## config.mk

```make
export PLATFORM = sky130hd
export DESIGN_NAME = mem_instr_sequencer_flat
export DESIGN_NICKNAME = d
export VERILOG_FILES = /design/src/rtl/mem_instr_sequencer_if.sv /design/src/rtl/mem_instr_sequencer.sv /design/src/flat_wrapper.sv
export SDC_FILE = /design/constraint.sdc
export NUM_CORES = 1
export LEC_CHECK = 0
export CAP_MARGIN = 25
export CORE_UTILIZATION = 50
export CTS_BUF_LIST = sky130_fd_sc_hd__clkbuf_4 sky130_fd_sc_hd__clkbuf_8 sky130_fd_sc_hd__clkbuf_16
export CTS_CLUSTER_DIAMETER = 50
export DETAILED_ROUTE_END_ITERATION = 6
export DONT_BUFFER_PORTS = 1
export GPL_TIMING_DRIVEN = 1
export PLACE_DENSITY = 0.65
export SLEW_MARGIN = 40
export SYNTH_ARGS = -nofsm -noshare
export SYNTH_HDL_FRONTEND = slang
export SYNTH_SLANG_ARGS = --single-unit
```

## constraint.sdc

```tcl
create_clock -name clock -period 2.7 [get_ports clock]
set_input_delay 0 -clock clock [delete_from_list [all_inputs] [get_ports clock]]
set_output_delay 0 -clock clock [all_outputs]
set_load 0.02 [all_outputs]
```

## src/rtl/mem_instr_sequencer_if.sv

```systemverilog
// Control bus between the memory-instruction sequencer and the datapath.
// master = sequencer side, slave = datapath / stimulus side.
interface mem_instr_sequencer_if;
   logic       start;
   logic [4:0] ir_op;
   logic       PCout, MARin, IncPC, RZin, RZLOout, PCin;
   logic       Read, Write, MDRin, MDRout, IRin;
   logic       gra, grb, rin, rout, BAout, RYin, Cout;
   logic [4:0] ops;
   logic       busy, done, illegal;
   logic [3:0] state;

   modport master (
      input  start, ir_op,
      output PCout, MARin, IncPC, RZin, RZLOout, PCin,
             Read, Write, MDRin, MDRout, IRin,
             gra, grb, rin, rout, BAout, RYin, Cout,
             ops, busy, done, illegal, state
   );

   modport slave (
      output start, ir_op,
      input  PCout, MARin, IncPC, RZin, RZLOout, PCin,
             Read, Write, MDRin, MDRout, IRin,
             gra, grb, rin, rout, BAout, RYin, Cout,
             ops, busy, done, illegal, state
   );
endinterface

```

## src/rtl/mem_instr_sequencer.sv

```systemverilog
// Hardwired fetch + ld/ldi/st control sequencer. Moore FSM: every strobe is a
// register loaded with the value belonging to the state being entered, so the
// outputs are clean for the whole cycle of each state.
module mem_instr_sequencer #(
   parameter int         MEM_WAIT = 0,
   parameter logic [4:0] ADD_OP   = 5'b00011,
   parameter logic [4:0] OP_LD    = 5'b00000,
   parameter logic [4:0] OP_LDI   = 5'b00001,
   parameter logic [4:0] OP_ST    = 5'b00010
) (
   input  logic                  clock,
   input  logic                  clear,
   mem_instr_sequencer_if.master bus
);

   localparam logic [2:0] WAIT_INIT = 3'(MEM_WAIT);

   typedef enum logic [3:0] {
      S_IDLE = 4'd0, S_T0 = 4'd1, S_T1 = 4'd2, S_T2 = 4'd3, S_T3 = 4'd4,
      S_T4   = 4'd5, S_T5 = 4'd6, S_T6 = 4'd7, S_T7 = 4'd8, S_DONE = 4'd9
   } state_t;

   typedef struct packed {
      logic PCout, MARin, IncPC, RZin, RZLOout, PCin;
      logic Read, Write, MDRin, MDRout, IRin;
      logic gra, grb, rin, rout, BAout, RYin, Cout;
   } strb_t;

   state_t     st;
   strb_t      strb;
   logic [2:0] wcnt;
   logic [4:0] op_q;
   logic [4:0] ops_q;
   logic       busy_q, done_q, illegal_q;

   logic op_legal;
   assign op_legal = (bus.ir_op == OP_LD) || (bus.ir_op == OP_LDI) || (bus.ir_op == OP_ST);

   // State walk; each arm loads the strobes of the state it moves into.
   always_ff @(posedge clock) begin
      if (clear) begin
         st        <= S_IDLE;
         strb      <= '0;
         wcnt      <= '0;
         op_q      <= '0;
         ops_q     <= '0;
         busy_q    <= 1'b0;
         done_q    <= 1'b0;
         illegal_q <= 1'b0;
      end else begin
         strb      <= '0;
         done_q    <= 1'b0;
         illegal_q <= 1'b0;
         case (st)
            S_IDLE: begin
               if (bus.start) begin
                  st         <= S_T0;
                  busy_q     <= 1'b1;
                  strb.PCout <= 1'b1;
                  strb.MARin <= 1'b1;
                  strb.IncPC <= 1'b1;
                  strb.RZin  <= 1'b1;
               end
            end
            S_T0: begin
               // PC update rides only on the first memory cycle of the fetch.
               st           <= S_T1;
               wcnt         <= WAIT_INIT;
               strb.Read    <= 1'b1;
               strb.MDRin   <= 1'b1;
               strb.RZLOout <= 1'b1;
               strb.PCin    <= 1'b1;
            end
            S_T1: begin
               if (wcnt != 3'd0) begin
                  wcnt       <= wcnt - 3'd1;
                  strb.Read  <= 1'b1;
                  strb.MDRin <= 1'b1;
               end else begin
                  st          <= S_T2;
                  strb.MDRout <= 1'b1;
                  strb.IRin   <= 1'b1;
               end
            end
            S_T2: begin
               // Opcode is taken at the IR load edge; anything else aborts.
               if (op_legal) begin
                  st         <= S_T3;
                  op_q       <= bus.ir_op;
                  strb.grb   <= 1'b1;
                  strb.BAout <= 1'b1;
                  strb.RYin  <= 1'b1;
               end else begin
                  st        <= S_DONE;
                  busy_q    <= 1'b0;
                  done_q    <= 1'b1;
                  illegal_q <= 1'b1;
               end
            end
            S_T3: begin
               st        <= S_T4;
               ops_q     <= ADD_OP;
               strb.Cout <= 1'b1;
               strb.RZin <= 1'b1;
            end
            S_T4: begin
               st           <= S_T5;
               strb.RZLOout <= 1'b1;
               if (op_q == OP_LDI) begin
                  strb.gra <= 1'b1;
                  strb.rin <= 1'b1;
               end else begin
                  strb.MARin <= 1'b1;
               end
            end
            S_T5: begin
               if (op_q == OP_LDI) begin
                  st     <= S_DONE;
                  busy_q <= 1'b0;
                  done_q <= 1'b1;
               end else if (op_q == OP_LD) begin
                  st         <= S_T6;
                  wcnt       <= WAIT_INIT;
                  strb.Read  <= 1'b1;
                  strb.MDRin <= 1'b1;
               end else begin
                  st         <= S_T6;
                  strb.gra   <= 1'b1;
                  strb.rout  <= 1'b1;
                  strb.MDRin <= 1'b1;
               end
            end
            S_T6: begin
               if (op_q == OP_LD && wcnt != 3'd0) begin
                  wcnt       <= wcnt - 3'd1;
                  strb.Read  <= 1'b1;
                  strb.MDRin <= 1'b1;
               end else if (op_q == OP_LD) begin
                  st          <= S_T7;
                  strb.MDRout <= 1'b1;
                  strb.gra    <= 1'b1;
                  strb.rin    <= 1'b1;
               end else begin
                  st          <= S_T7;
                  wcnt        <= WAIT_INIT;
                  strb.MDRout <= 1'b1;
                  strb.Write  <= 1'b1;
               end
            end
            S_T7: begin
               if (op_q == OP_ST && wcnt != 3'd0) begin
                  wcnt        <= wcnt - 3'd1;
                  strb.MDRout <= 1'b1;
                  strb.Write  <= 1'b1;
               end else begin
                  st     <= S_DONE;
                  busy_q <= 1'b0;
                  done_q <= 1'b1;
               end
            end
            S_DONE: begin
               st <= S_IDLE;
            end
            default: begin
               st     <= S_IDLE;
               busy_q <= 1'b0;
            end
         endcase
      end
   end

   assign bus.PCout   = strb.PCout;
   assign bus.MARin   = strb.MARin;
   assign bus.IncPC   = strb.IncPC;
   assign bus.RZin    = strb.RZin;
   assign bus.RZLOout = strb.RZLOout;
   assign bus.PCin    = strb.PCin;
   assign bus.Read    = strb.Read;
   assign bus.Write   = strb.Write;
   assign bus.MDRin   = strb.MDRin;
   assign bus.MDRout  = strb.MDRout;
   assign bus.IRin    = strb.IRin;
   assign bus.gra     = strb.gra;
   assign bus.grb     = strb.grb;
   assign bus.rin     = strb.rin;
   assign bus.rout    = strb.rout;
   assign bus.BAout   = strb.BAout;
   assign bus.RYin    = strb.RYin;
   assign bus.Cout    = strb.Cout;
   assign bus.ops     = ops_q;
   assign bus.busy    = busy_q;
   assign bus.done    = done_q;
   assign bus.illegal = illegal_q;
   assign bus.state   = st;

endmodule

```

## src/flat_wrapper.sv

```systemverilog
// flat-port wrapper written by rule: the top's interface ports become plain ports
module mem_instr_sequencer_flat 
#(
   parameter int         MEM_WAIT = 0,
   parameter logic [4:0] ADD_OP   = 5'b00011,
   parameter logic [4:0] OP_LD    = 5'b00000,
   parameter logic [4:0] OP_LDI   = 5'b00001,
   parameter logic [4:0] OP_ST    = 5'b00010
)
  (clock, clear, bus_start, bus_ir_op, bus_PCout, bus_MARin, bus_IncPC, bus_RZin, bus_RZLOout, bus_PCin, bus_Read, bus_Write, bus_MDRin, bus_MDRout, bus_IRin, bus_gra, bus_grb, bus_rin, bus_rout, bus_BAout, bus_RYin, bus_Cout, bus_ops, bus_busy, bus_done, bus_illegal, bus_state);
  mem_instr_sequencer_if bus_i ();
  input  logic clock;
  input  logic clear;
  input wire logic [$bits(bus_i.start)-1:0] bus_start;
  input wire logic [$bits(bus_i.ir_op)-1:0] bus_ir_op;
  output wire logic [$bits(bus_i.PCout)-1:0] bus_PCout;
  output wire logic [$bits(bus_i.MARin)-1:0] bus_MARin;
  output wire logic [$bits(bus_i.IncPC)-1:0] bus_IncPC;
  output wire logic [$bits(bus_i.RZin)-1:0] bus_RZin;
  output wire logic [$bits(bus_i.RZLOout)-1:0] bus_RZLOout;
  output wire logic [$bits(bus_i.PCin)-1:0] bus_PCin;
  output wire logic [$bits(bus_i.Read)-1:0] bus_Read;
  output wire logic [$bits(bus_i.Write)-1:0] bus_Write;
  output wire logic [$bits(bus_i.MDRin)-1:0] bus_MDRin;
  output wire logic [$bits(bus_i.MDRout)-1:0] bus_MDRout;
  output wire logic [$bits(bus_i.IRin)-1:0] bus_IRin;
  output wire logic [$bits(bus_i.gra)-1:0] bus_gra;
  output wire logic [$bits(bus_i.grb)-1:0] bus_grb;
  output wire logic [$bits(bus_i.rin)-1:0] bus_rin;
  output wire logic [$bits(bus_i.rout)-1:0] bus_rout;
  output wire logic [$bits(bus_i.BAout)-1:0] bus_BAout;
  output wire logic [$bits(bus_i.RYin)-1:0] bus_RYin;
  output wire logic [$bits(bus_i.Cout)-1:0] bus_Cout;
  output wire logic [$bits(bus_i.ops)-1:0] bus_ops;
  output wire logic [$bits(bus_i.busy)-1:0] bus_busy;
  output wire logic [$bits(bus_i.done)-1:0] bus_done;
  output wire logic [$bits(bus_i.illegal)-1:0] bus_illegal;
  output wire logic [$bits(bus_i.state)-1:0] bus_state;
  assign bus_i.start = bus_start;
  assign bus_i.ir_op = bus_ir_op;
  assign bus_PCout = bus_i.PCout;
  assign bus_MARin = bus_i.MARin;
  assign bus_IncPC = bus_i.IncPC;
  assign bus_RZin = bus_i.RZin;
  assign bus_RZLOout = bus_i.RZLOout;
  assign bus_PCin = bus_i.PCin;
  assign bus_Read = bus_i.Read;
  assign bus_Write = bus_i.Write;
  assign bus_MDRin = bus_i.MDRin;
  assign bus_MDRout = bus_i.MDRout;
  assign bus_IRin = bus_i.IRin;
  assign bus_gra = bus_i.gra;
  assign bus_grb = bus_i.grb;
  assign bus_rin = bus_i.rin;
  assign bus_rout = bus_i.rout;
  assign bus_BAout = bus_i.BAout;
  assign bus_RYin = bus_i.RYin;
  assign bus_Cout = bus_i.Cout;
  assign bus_ops = bus_i.ops;
  assign bus_busy = bus_i.busy;
  assign bus_done = bus_i.done;
  assign bus_illegal = bus_i.illegal;
  assign bus_state = bus_i.state;
  mem_instr_sequencer #(.MEM_WAIT(MEM_WAIT), .ADD_OP(ADD_OP), .OP_LD(OP_LD), .OP_LDI(OP_LDI), .OP_ST(OP_ST)) u_core (.clock(clock), .clear(clear), .bus(bus_i));
endmodule
```

; ---- After elaboration in Yosys (flattened, before gate mapping)
; Index checks and enable logic that the tools add are counted.
[op_classes]
reduce_logical = 19
bitwise = 5
n_addsub = 1
muxes = 49
eq_ne = 24
[op_table]
columns = op, count
row1 = $pmux 4 s9, 1
row2 = $mux 4, 7
row3 = $mux 1, 22
row4 = $mux 3, 6
row5 = $eq 4x3->1 const B, 4
row6 = $pmux 3 s5, 1
row7 = $ne 2x2->1 const B, 6
row8 = $eq 5x1->1 const B, 2
row9 = $eq 5x2->1 const B, 2
row10 = $logic_not 5->1, 2
row11 = $reduce_or 2->1, 5
row12 = $pmux 1 s3, 3
row13 = $eq 4x2->1 const B, 2
row14 = $eq 4x4->1 const B, 2
row15 = $ne 2x1->1 const B, 4
row16 = $pmux 1 s2, 4
row17 = $pmux 1 s4, 2
row18 = $reduce_and 6->1, 1
row19 = $reduce_or 6->1, 1
row20 = $not 1->1, 5
row21 = $pmux 1 s5, 1
row22 = $reduce_and 5->1, 1
row23 = $reduce_bool 5->1, 1
row24 = $eq 4x1->1 const B, 1
row25 = 9 further kinds, 12
[totals]
register_bits = 34
out_inout_bits = 30

; ---- Depth between registers and ports, before layout
; Gate-level depths: netlist (run 1).
[logic_depth]
ltp_word = 5
ltp_mapped = 8
ltp_nobuf = 7

; ---- Worst setup path before layout (run 1)
; OpenSTA, ideal clock, no wires.
[synth_path]
path_type = flip-flop to flip-flop
from = reg u_core.st[1], in the netlist u_core.bus.state[1]
to = reg u_core.wcnt[2]
n_path_buf = 1
setup_ns = 0.132
t_arrival_ns = 1.478
path_stages_with_launch = 7
setup_slack_ns = 1.090
required_ns = 2.568
cell_sequence = dfxtp_1 > clkbuf_2 > nor2b_1 > o211ai_1 > and3_1 > o31ai_1 > a21oi_1
[synth_via]
elab_chain_cells = 3
elab_cells_between_ends = 13
cone_classes = eq/ne: 10 / mux: 1 / reduce/logical: 2
[synth_rtl]
columns = item, line_no
row1 = from (decl), mem_instr_sequencer.sv:29  ; state_t st;
row2 = from (signal assigned), mem_instr_sequencer.sv:42  ; st <= S_IDLE;
row3 = from (signal assigned), mem_instr_sequencer.sv:57  ; st <= S_T0;
row4 = from (signal assigned), mem_instr_sequencer.sv:67  ; st <= S_T1;
row5 = "$eq 4x3->1, or another cell as far along", mem_instr_sequencer.sv:54  ; case (st)
row6 = "$ne 3x3->1 (no source line), or another cell as far along", n/a
row7 = $reduce_and 6->1 (no source line), n/a
row8 = to (signal assigned), mem_instr_sequencer.sv:76  ; wcnt <= wcnt - 3'd1;
row9 = to (signal assigned), mem_instr_sequencer.sv:135  ; wcnt <= wcnt - 3'd1;
row10 = to (signal assigned), mem_instr_sequencer.sv:152  ; wcnt <= wcnt - 3'd1;
row11 = to (decl), mem_instr_sequencer.sv:31  ; logic [2:0] wcnt;
; Several ways; a longest one is shown, not always the timed one.
; A chain may end at the register's enable or synchronous reset.

; ---- Worst setup path in the final report (run 1)
; Same ends and word-level chain as after synthesis.

==> results of run 1 <==
[worst max-delay path: cells and delay by family, from the launching register on]
| kind | cells | cell delay, ns |
|---|---|---|
| DFF | 1 | 0.87 |
| and+or+nand+nor | 2 | 0.56 |
| AOI/OAI and AO/OA | 3 | 0.49 |
[what timing repair did]
| action | CTS | global route |
|---|---|---|
| setup endpoints to repair | 0 | 0 |
| endpoints found under the hold margin | 29 | 0 |
| hold buffers | 6 | 0 |
[layout make-up]
| type | count | share of cell area [%] |
|---|---|---|
| Clock buffer | 6 | 3.026 |
| Inverter | 8 | 1.771 |
| Multi-Input combinational cell | 137 | 51.07 |
| Sequential cell | 31 | 36.61 |
| Tap cell | 44 | 3.247 |
| Clock inverter | 1 | 0.2952 |
| Timing Repair Buffer | 7 | 3.985 |
[worst min path at each step]
stage,startpoint,end,slack [ns],cells past startpoint
floorplan,bus_ir_op[0],u_core.op_q[0]$_SDFFE_PP0P_,0.14,2
global placement,clear,u_core.bus.busy$_SDFFE_PP0P_,0.07,1
finish,bus_start,u_core.bus.busy$_SDFFE_PP0P_,0.04,4
CTS,bus_start,u_core.bus.busy$_SDFFE_PP0P_,0.03,4
detailed placement,clear,u_core.bus.busy$_SDFFE_PP0P_,0.07,1
global route,bus_start,u_core.bus.busy$_SDFFE_PP0P_,0.05,4
[through the flow]
stage	std cells	hold slack (ns)	instance area (sq um)	setup slack (ns)	power, W
floorplan	192	0.1439	1614	1.090	0.0007307
global placement	221	0.06944	1579	0.6934	0.0007534
detailed placement	221	0.07249	1579	0.7002	0.0007565
CTS	234	0.02643	1695	0.6671	0.001037
global route	234	0.04548	1695	0.4965	0.001097
finish	234	0.03875	1695	0.6483	0.001035
[kinds of logic (layout without fill, tap and decap cells)]
| kind of cell | count (synthesis) | count (layout) | share of synthesized area (%) |
|---|---|---|---|
| xor+xnor | 1 | 1 | 0.5453 |
| other cells | 1 | 3 | 0.2334 |
| flops | 31 | 31 | 38.63 |
| buf+inv | 24 | 22 | 7.943 |
| simple gates | 84 | 84 | 29.44 |
| mux | 2 | 2 | 1.246 |
| compound gates | 45 | 45 | 20.41 |
| fa+ha+maj | 2 | 2 | 1.557 |
[cell usage in the layout (no fill, tap or decap), drive strengths merged, types with 3 or more instances in the layout]
| master | count |
|---|---|
| nand4 | 6 |
| inv | 8 |
| o21ai | 9 |
| dfxtp | 31 |
| clkbuf | 6 |
| or2 | 3 |
| o211ai | 3 |
| nand2 | 11 |
| dlygate4sd3 | 6 |
| nand3 | 10 |
| a21oi | 16 |
| nor2 | 18 |
| conb | 3 |
| nand2b | 4 |
| and3 | 6 |
| nor3 | 7 |
| nor2b | 7 |
| nor4 | 4 |
[layer usage]
| layer | GRT usage, % | wire length, microns |
|---|---|---|
| met3 | 7.912 | 345 |
| met4 | 9.524 | 93 |
| met2 | 38.92 | 1759 |
| met1 | 32.93 | 1642 |
| met5 | 0 | 0 |
[power groups by stage]
stage               registers (W)  clock network, W  logic [W]
detailed placement       0.000571                 0   0.000185
global placement         0.000571                 0   0.000183
floorplan                0.000542                 0   0.000189
CTS                      0.000560          0.000278   0.000199
global route             0.000568          0.000301   0.000228
finish                   0.000561          0.000271   0.000203
==> summary.md, run 1 <==
| Metric | Value |
|---|---|
| # IOs | `38` |
| Status | `complete, no violations` |
| Critical path data required time | `2.90 ns` |
| Synth warnings | `0` |
| Largest net degree at the start of global routing | `20` |
| Later-pin clock latency in the skew report | `0.33 ns` |
| Antenna Nets Post-Route | `0` |
| Final WL | `3840 microns` |
| Synth area leaders | `dfxtp_1, a21oi_1, buf_4` |
| Min-Delay Path Class | `in2reg` |
| Fin crit share | `75.99%` |
| Number of buffers created by CTS | `5` |
| Cell Area, Synth | `1607 sq um` |
| Syn_area_per_cell | `8.455 sq um` |
| Layout cell share with drive strength beyond 1 | `10.53%` |
| Critical Path Max Stage Delay | `0.87 ns` |
| Slew HR | `44.96%` |
| Site Rows | `20` |
| Crit-path cells | `nor2b_1 -> o211ai_1 -> and3_1 -> o31ai_1 -> a21oi_1` |
| Detailed Routing Iterations Pass 1 | `4` |
| Max Clock Skew | `0.01141 ns` |
| Initial DRC Count | `83` |
| Setup TNS | `0 ns` |
| Fillers | `298` |
| EDFF count, synth | `0` |
| R2R Path Start | `u_core.bus.state[1]$_SDFFE_PP0P_` |
| Setup crit end | `u_core.wcnt[2]$_SDFFE_PP0P_` |
| Register area | `620.6 sq um` |
| Pleak | `0.6439 nW` |
| Startpoint type of the worst setup path | `register` |
| Synth top area share | `38.63%` |
| Core region area | `3053 sq um` |
| Crit path kind | `reg2reg` |
| Multi-input logic area | `865.8 sq um` |
| Most frequent cells after synthesis | `dfxtp_1, nor2_1, a21oi_1, nand2_1, nand3_1` |
| First-pass GRT wire length | `6430 microns` |
| RSZ-0062 raised after global routing | `no` |
| Dpl hpwl | `2741 microns` |
| Sink Count | `31` |
| CP max stage cell | `dfxtp_1` |
| Final setup viols | `0` |
| Vias | `1403` |
| Clock slew at reported path FFs | `0.10 ns` |
| Ys async rst share | `0%` |
| Grt total ovfl | `0` |
| Clock power share | `26.1%` |
| Final core occ | `55.53%` |
| Slew Limit Fails | `0` |
| Root buffer cell | `clkbuf_4` |
| Min Tclk post-route | `2.052 ns` |
| GRT Util Overall | `25.21%` |
| CTS tree | `done` |
| Post-CTS sizing | `0` |
| Register bit total from synthesis | `31` |
| Reg2reg setup slack | `0.65 ns` |
| Cell taking the most area after synthesis | `dfxtp_1` |
| Count leader, synth | `dfxtp_1` |
| Flop pwr share | `54.2%` |
| Setup Fix Bufs, Post-CTS | `0` |
| Main synth FF type | `dfxtp_1` |
| Worst VDD drop | `275.5 uV` |
| Via density | `5.996` |
| Unique cell type count in the Yosys netlist | `47` |
| Die Height | `58.69 microns` |
| Hold Vio Cnt, Final | `0` |
| R2R depth | `5` |
| Switching part of the total | `33.90%` |
| Fmax | `487.4 MHz` |
| Internal power | `0.0006845 W` |
| Diodes inserted | `0` |
| Sequential area share after synthesis | `38.63%` |
| Worst-path fanout max | `19` |
| Critical path arrival | `2.25 ns` |
| Per-cell routed wire length | `16.41 microns` |
| Post-route DRC | `0` |
| DIE WIDTH | `58.69 microns` |
| Area growth, synth to finish | `5.530%` |
| Crit path capture type | `register` |
| Reg-to-reg endpoint | `u_core.wcnt[2]$_SDFFE_PP0P_` |
| Number of H-tree levels | `2` |
| CTS max path bufs | `2` |
| Die area | `3444 sq um` |
| Critical path origin | `u_core.bus.state[1]$_SDFFE_PP0P_` |
| Initial antenna violation count | `0` |
| Mapped Cells | `190` |
| Worst Max-Slew Pin Slew | `0.8245 ns` |
| Top reg by flops | `u_core.op_q` |
| PwrDens | `610.8 nW/um^2` |
| Vias in the first global route | `1295` |
| Max reg flops | `5` |
| Initial Util | `52.62%` |
| Nets | `200` |
| Routability cong. | `0.9096` |
| Max-cap viol count | `0` |
| Switching pwr | `0.0003510 W` |
| Comb pwr share | `19.7%` |
| PortBufs | `0` |
Power figures use the tool's default switching activity.
==> inputs of run 2 (changes only) <==
clock period = 2.2 ns   (was 2.7 ns; I/O delays follow)
==> summary.md, run 2 (synthesis results as in run 1) <==
| Metric | Value |
|---|---|
| Hold path endpoint | `u_core.bus.grb$_SDFF_PP0_` |
| Clock slew at reported path FFs | `0.09 ns (about the same)` |
| Routability cong. | `0.9082 (-0.15%)` |
| Area growth, synth to finish | `8.333%` |
| Vias in the first global route | `1325 (+2.3%)` |
| Crit path capture type | `register` |
| GRT Util Overall | `25.39% (+0.19 points)` |
| Max Clock Skew | `0.009647 ns (-0.001760 ns)` |
| Worst Max-Slew Pin Slew | `0.7772 ns (-0.04734 ns)` |
| Die area | `3444 sq um (unchanged)` |
| # IOs | `38 (unchanged)` |
| Later-pin clock latency in the skew report | `0.33 ns (about the same)` |
| Layout cell share with drive strength beyond 1 | `13.27% (+2.7 points)` |
| Min Tclk post-route | `1.915 ns (-0.1365 ns)` |
| Status | `complete, no violations` |
| Reg2reg setup slack | `0.28 ns (-0.36 ns)` |
| Fin crit share | `87.06% (+11 points)` |
| Reg-to-reg endpoint | `u_core.bus.busy$_SDFFE_PP0P_` |
| CTS max path bufs | `2 (unchanged)` |
| Max-cap viol count | `0 (unchanged)` |
| R2R depth | `7 (+2)` |
| Diodes inserted | `0 (unchanged)` |
| Startpoint type of the worst setup path | `register` |
| Largest net degree at the start of global routing | `20 (unchanged)` |
| Vias | `1414 (+0.78%)` |
| Hold Path Cell Cnt | `3 (-1)` |
| Grt total ovfl | `0 (unchanged)` |
| Initial Util | `52.62% (unchanged)` |
| Post-CTS sizing | `0 (unchanged)` |
| Dpl hpwl | `2723 microns (-0.63%)` |
| RSZ-0062 raised after global routing | `no` |
| Min-Delay Path Class | `in2reg` |
| CTS Hold Buffers Added | `6 (unchanged)` |
| Nets | `206 (+3.0%)` |
| Max reg flops | `5 (unchanged)` |
| CTS tree | `done` |
| Setup Fix Bufs, Post-CTS | `0 (unchanged)` |
| Setup TNS | `0 ns (unchanged)` |
| Root buffer cell | `clkbuf_4` |
| Multi-input logic area | `865.8 sq um (unchanged)` |
| Site Rows | `20 (unchanged)` |
| Critical path data required time | `2.45 ns (-0.45 ns)` |
| Post-route DRC | `0 (unchanged)` |
| Most frequent cells in the layout | `dfxtp_1, nor2_1, a21oi_1, nand2_1, nand3_1` |
| Register area | `620.6 sq um (unchanged)` |
| Placed Cells | `227 (+2.7%)` |
| Initial antenna violation count | `0 (unchanged)` |
| Crit path kind | `reg2reg` |
| Worst-path fanout max | `11 (-8)` |
| PwrDens | `733.9 nW/um^2 (+20%)` |
| Commonest non-fill, non-tap cell in the layout | `dfxtp_1` |
| Die Height | `58.69 microns (unchanged)` |
| Antenna Nets Post-Route | `0 (unchanged)` |
| Slew HR | `48.02% (+3.1 points)` |
| Sink Count | `31 (unchanged)` |
| Pleak | `0.6744 nW (+4.7%)` |
| Final WL | `3868 microns (+0.73%)` |
| Via density | `5.892 (-1.7%)` |
| Fmax | `522.1 MHz (+7.1%)` |
| First-pass GRT wire length | `6486 microns (+0.87%)` |
| PortBufs | `0 (unchanged)` |
| Fillers | `304 (+2.0%)` |
| Final setup viols | `0 (unchanged)` |
| Slew Limit Fails | `0 (unchanged)` |
| Number of buffers created by CTS | `5 (unchanged)` |
| Core region area | `3053 sq um (unchanged)` |
| Detailed Routing Iterations Pass 1 | `4 (unchanged)` |
| Number of H-tree levels | `2 (unchanged)` |
| Worst VDD drop | `290.9 uV (+5.6%)` |
| R2R Path Start | `u_core.wcnt[0]$_SDFFE_PP0P_` |
| Top reg by flops | `u_core.op_q` |
| Critical path arrival | `2.17 ns (-0.08 ns)` |
| DIE WIDTH | `58.69 microns (unchanged)` |
| Initial DRC Count | `78 (-6.0%)` |
| Worst hold path startpoint | `bus_ir_op[3]` |
| Post-Layout Cell Count | `240 (+2.6%)` |
| Per-cell routed wire length | `16.12 microns (-1.8%)` |
| Hold Vio Cnt, Final | `0 (unchanged)` |
==> run 2: stage by stage <==
stage / total power (W) / utilization (%) / worst slack, ns / hold WS, ns / instance area [sq um]
5_1_grt: 0.001367 / 57.01 / 0.1393 / 0.04549 / 1740
3_3_place_gp: 0.0009408 / 53.20 / 0.3018 / 0.07095 / 1624
2_1_floorplan: 0.0008967 / - / 0.5900 / 0.1439 / 1614
6_report: 0.001277 / 57.01 / 0.2848 / 0.03551 / 1740
3_5_place_dp: 0.0009390 / 53.20 / 0.3283 / 0.07160 / 1624
4_1_cts: 0.001282 / 57.01 / 0.3067 / 0.03054 / 1740
==> run 2: per-layer routing <==
metal	part of all wire, %	global-route usage (%)	up-vias
met5	0	0	-
li1	-	-	691
met4	2.3	14.29	0
met1	44	34.95	646
met3	8.5	6.593	8
met2	45	35.80	69
==> run 2: how the worst max path moves through the flow <==
stage	to	startpoint	slack, ns	cells past startpoint
floorplan	u_core.wcnt[2]$_SDFFE_PP0P_	u_core.bus.state[1]$_SDFFE_PP0P_	0.59	6
global placement	u_core.bus.busy$_SDFFE_PP0P_	u_core.wcnt[0]$_SDFFE_PP0P_	0.30	7
detailed placement	u_core.bus.busy$_SDFFE_PP0P_	u_core.wcnt[0]$_SDFFE_PP0P_	0.33	7
CTS	u_core.bus.busy$_SDFFE_PP0P_	u_core.wcnt[0]$_SDFFE_PP0P_	0.31	7
global route	u_core.bus.busy$_SDFFE_PP0P_	u_core.wcnt[0]$_SDFFE_PP0P_	0.14	7
finish	u_core.bus.busy$_SDFFE_PP0P_	u_core.wcnt[0]$_SDFFE_PP0P_	0.28	7
==> run 2: area by class of cell <==
| cell class | count | share of cell area [%] |
|---|---|---|
| flip-flops and latches | 31 | 35.66 |
| inverters | 8 | 1.725 |
| multi-input cells | 137 | 49.75 |
| well taps | 44 | 3.163 |
| clock buffers | 6 | 2.948 |
| repair buffers | 13 | 6.470 |
| clock inverters | 1 | 0.2876 |
==> run 2: report_power, final <==
group	internal, W	leakage (nW)	switching, W
logic	0.000109	0.389	0.000174
registers	0.000596	0.252	0.0000700
clock network	0.000148	0.0341	0.000181
total	0.000853	0.674	0.000425
==> run 2: worst max-delay path: stages (launching register included) <==
cell	delay, ns
dfxtp_1	0.34
inv_1	0.07
ha_1	0.20
nand2b_1	0.33
and3_1	0.28
nand3_1	0.16
a21boi_0	0.19
a221oi_2	0.27
==> inputs of run 3 (changes only) <==
==> constraint.sdc (replaced) <==
create_clock -name clock -period 2.2 [get_ports clock]
set_input_delay 0 -clock clock [delete_from_list [all_inputs] [get_ports clock]]
set_output_delay 0 -clock clock [all_outputs]
set_load 0.005 [all_outputs]
==> summary.md, run 3 (synthesis results as in run 1) <==
| Metric | Value |
|---|---|
| Core region area | `3053 sq um (unchanged)` |
| Crit path kind | `reg2reg` |
| Top reg by flops | `u_core.op_q` |
| Final setup viols | `0 (unchanged)` |
| Critical path arrival | `2.16 ns (about the same)` |
| Slew HR | `46.90% (-1.1 points)` |
| DIE WIDTH | `58.69 microns (unchanged)` |
| Grt total ovfl | `0 (unchanged)` |
| Most frequent cells in the layout | `dfxtp_1, nor2_1, a21oi_1, nand2_1, nand3_1` |
| Die area | `3444 sq um (unchanged)` |
| Slew Limit Fails | `0 (unchanged)` |
| Max Clock Skew | `0.009932 ns (+0.0002845 ns)` |
| Setup WS pre-CTS | `0.3353 ns (+0.007044 ns)` |
| Min-Delay Path Class | `in2reg` |
| Diodes inserted | `0 (unchanged)` |
| CP bufs+invs | `1 (unchanged)` |
| Later-pin clock latency in the skew report | `0.34 ns (about the same)` |
| Dpl hpwl | `2784 microns (+2.2%)` |
| Fmax | `525.7 MHz (+0.68%)` |
| Largest net degree at the start of global routing | `20 (unchanged)` |
| Per-cell routed wire length | `15.85 microns (-1.7%)` |
| Clock power share | `33.9% (+8.2 points)` |
| Area growth, synth to finish | `10.67%` |
| R2R depth | `7 (unchanged)` |
| Worst Max-Slew Pin Slew | `0.7939 ns (+0.01670 ns)` |
| Hold Vio Cnt, Final | `0 (unchanged)` |
| Critical path data required time | `2.46 ns (about the same)` |
| Commonest non-fill, non-tap cell in the layout | `dfxtp_1` |
| Internal power | `0.0009735 W (+14%)` |
| Switching pwr | `0.0004033 W (-5.0%)` |
| Worst hold path startpoint | `bus_ir_op[3]` |
| Pleak | `0.6941 nW (+2.9%)` |
| Min Tclk post-route | `1.902 ns (-0.01297 ns)` |
| Hold Path Cell Cnt | `3 (unchanged)` |
| Detailed Routing Iterations Pass 1 | `4 (unchanged)` |
| Setup TNS | `0 ns (unchanged)` |
| Fillers | `285 (-6.3%)` |
| First-pass GRT wire length | `6617 microns (+2.0%)` |
| R2R Path Start | `u_core.wcnt[0]$_SDFFE_PP0P_` |
| Max reg flops | `5 (unchanged)` |
| Crit path capture type | `register` |
| Die Height | `58.69 microns (unchanged)` |
| Final WL | `3835 microns (-0.85%)` |
| Layout cell share with drive strength beyond 1 | `14.14% (+0.88 points)` |
| Critical Path Max Stage Delay | `0.33 ns (about the same)` |
| Clock slew at reported path FFs | `0.10 ns (about the same)` |
| Nets | `207 (+0.49%)` |
| Number of buffers created by CTS | `5 (unchanged)` |
| PortBufs | `0 (unchanged)` |
| Startpoint type of the worst setup path | `register` |
| Antenna Nets Post-Route | `0 (unchanged)` |
| Flop pwr share | `46.2% (-5.9 points)` |
| Via density | `5.979 (+1.5%)` |
| Setup Fix Bufs, Post-CTS | `0 (unchanged)` |
| Post-route DRC | `0 (unchanged)` |
| PwrDens | `774.4 nW/um^2 (+5.5%)` |
| Status | `complete, no violations` |
| CP max stage cell | `dfxtp_1` |
| Worst VDD drop | `347.1 uV (+19%)` |
| Worst-path fanout max | `11 (unchanged)` |
| Initial Util | `52.62% (unchanged)` |
| Crit-path cells | `inv_1 -> ha_1 -> nand2b_1 -> and3_1 -> nand3_1 -> a21boi_0 -> a221oi_2` |
| Site Rows | `20 (unchanged)` |
| Initial antenna violation count | `0 (unchanged)` |
| Final WS setup | `0.2977 ns (+0.01297 ns)` |
| Number of H-tree levels | `2 (unchanged)` |
| Top delay family on crit path | `simple AND/OR/NAND/NOR gates` |
| Root buffer cell | `clkbuf_4` |
| Routability cong. | `0.9230 (+1.6%)` |
| Reg2reg setup slack | `0.30 ns (about the same)` |
| Initial DRC Count | `77 (-1.3%)` |
| Fin crit share | `86.47% (-0.59 points)` |
| Comb pwr share | `19.9% (-2.3 points)` |
| Vias | `1447 (+2.3%)` |
| GRT Util Overall | `25.64% (+0.24 points)` |
| Reg-to-reg endpoint | `u_core.bus.busy$_SDFFE_PP0P_` |
| RSZ-0062 raised after global routing | `no` |
| Hold path endpoint | `u_core.bus.grb$_SDFF_PP0_` |
| Max-cap viol count | `0 (unchanged)` |
| CTS max path bufs | `2 (unchanged)` |
| Vias in the first global route | `1396 (+5.4%)` |
| Sink Count | `31 (unchanged)` |
| Switching part of the total | `29.29% (-4.0 points)` |
| CTS tree | `done` |
| # IOs | `38 (unchanged)` |
==> run 3: cell count changes in the layout (fill, tap and decap cells not counted), sizes merged <==
cell	previous run	this run
buf	7	8
bufinv	0	1
==> run 3: what timing repair did <==
action	CTS	global route
hold buffers	6	0
gates resized for setup	0	0
endpoints found under the hold margin	29	0
==> run 3: metal layers <==
| metal | vias to the layer above | global-route usage [%] | wire (microns) |
|---|---|---|---|
| met5 | - | 0 | 0 |
| met1 | 672 | 32.16 | 1699 |
| met4 | 0 | 12.59 | 104 |
| met2 | 79 | 39.74 | 1744 |
| met3 | 15 | 8.132 | 288 |
| li1 | 681 | - | - |
==> run 3: power by group through the flow <==
stage	registers [W]	clock network [W]	logic [W]
after global placement	0.000650	0	0.000250
after CTS	0.000635	0.000474	0.000270
after floorplan	0.000630	0	0.000225
final	0.000636	0.000466	0.000275
after detailed placement	0.000649	0	0.000254
after global routing	0.000643	0.000505	0.000306
==> run 3: final cells by class <==
type,count,area [sq um],share of cell area (%)
timing repair buffer,14,120.1,6.756
multi-input combinational,137,865.8,48.70
sequential,31,620.6,34.90
tap,44,55.05,3.096
clock buffer,6,51.30,2.885
clock inverter,2,35.03,1.970
inverter,8,30.03,1.689
==> run 3: worst max path at each step <==
| stage | slack (ns) | from | depth (start not counted) | end |
|---|---|---|---|---|
| after floorplan | 0.65 | u_core.wcnt[0]$_SDFFE_PP0P_ | 8 | u_core.wcnt[1]$_SDFFE_PP0P_ |
| after global placement | 0.42 | u_core.wcnt[0]$_SDFFE_PP0P_ | 7 | u_core.bus.busy$_SDFFE_PP0P_ |
| after detailed placement | 0.34 | u_core.wcnt[0]$_SDFFE_PP0P_ | 7 | u_core.bus.busy$_SDFFE_PP0P_ |
| after CTS | 0.31 | u_core.wcnt[0]$_SDFFE_PP0P_ | 7 | u_core.bus.busy$_SDFFE_PP0P_ |
| after global routing | 0.15 | u_core.wcnt[0]$_SDFFE_PP0P_ | 7 | u_core.wcnt[1]$_SDFFE_PP0P_ |
| final | 0.30 | u_core.wcnt[0]$_SDFFE_PP0P_ | 7 | u_core.bus.busy$_SDFFE_PP0P_ |
==> run 3: worst reg2reg max path, stage by stage, from the launching register on <==
cell and delay (ns):
dfxtp_1 0.33, inv_1 0.07, ha_1 0.21, nand2b_1 0.33, and3_1 0.28, nand3_1 0.15
a21boi_0 0.19, a221oi_2 0.28
==> run 3: through the flow <==
| step | utilization (%) | power, W | area [sq um] | cells | hold slack [ns] |
|---|---|---|---|---|---|
| 3_5_place_dp | 53.44 | 0.0009026 | 1632 | 228 | 0.07308 |
| 3_3_place_gp | 53.44 | 0.0008996 | 1632 | 228 | 0.07031 |
| 5_1_grt | 58.24 | 0.001454 | 1778 | 242 | 0.03752 |
| 2_1_floorplan | - | 0.0008557 | 1614 | 192 | 0.1439 |
| 4_1_cts | 58.24 | 0.001380 | 1778 | 242 | 0.008180 |
| 6_report | 58.24 | 0.001377 | 1778 | 242 | 0.02609 |
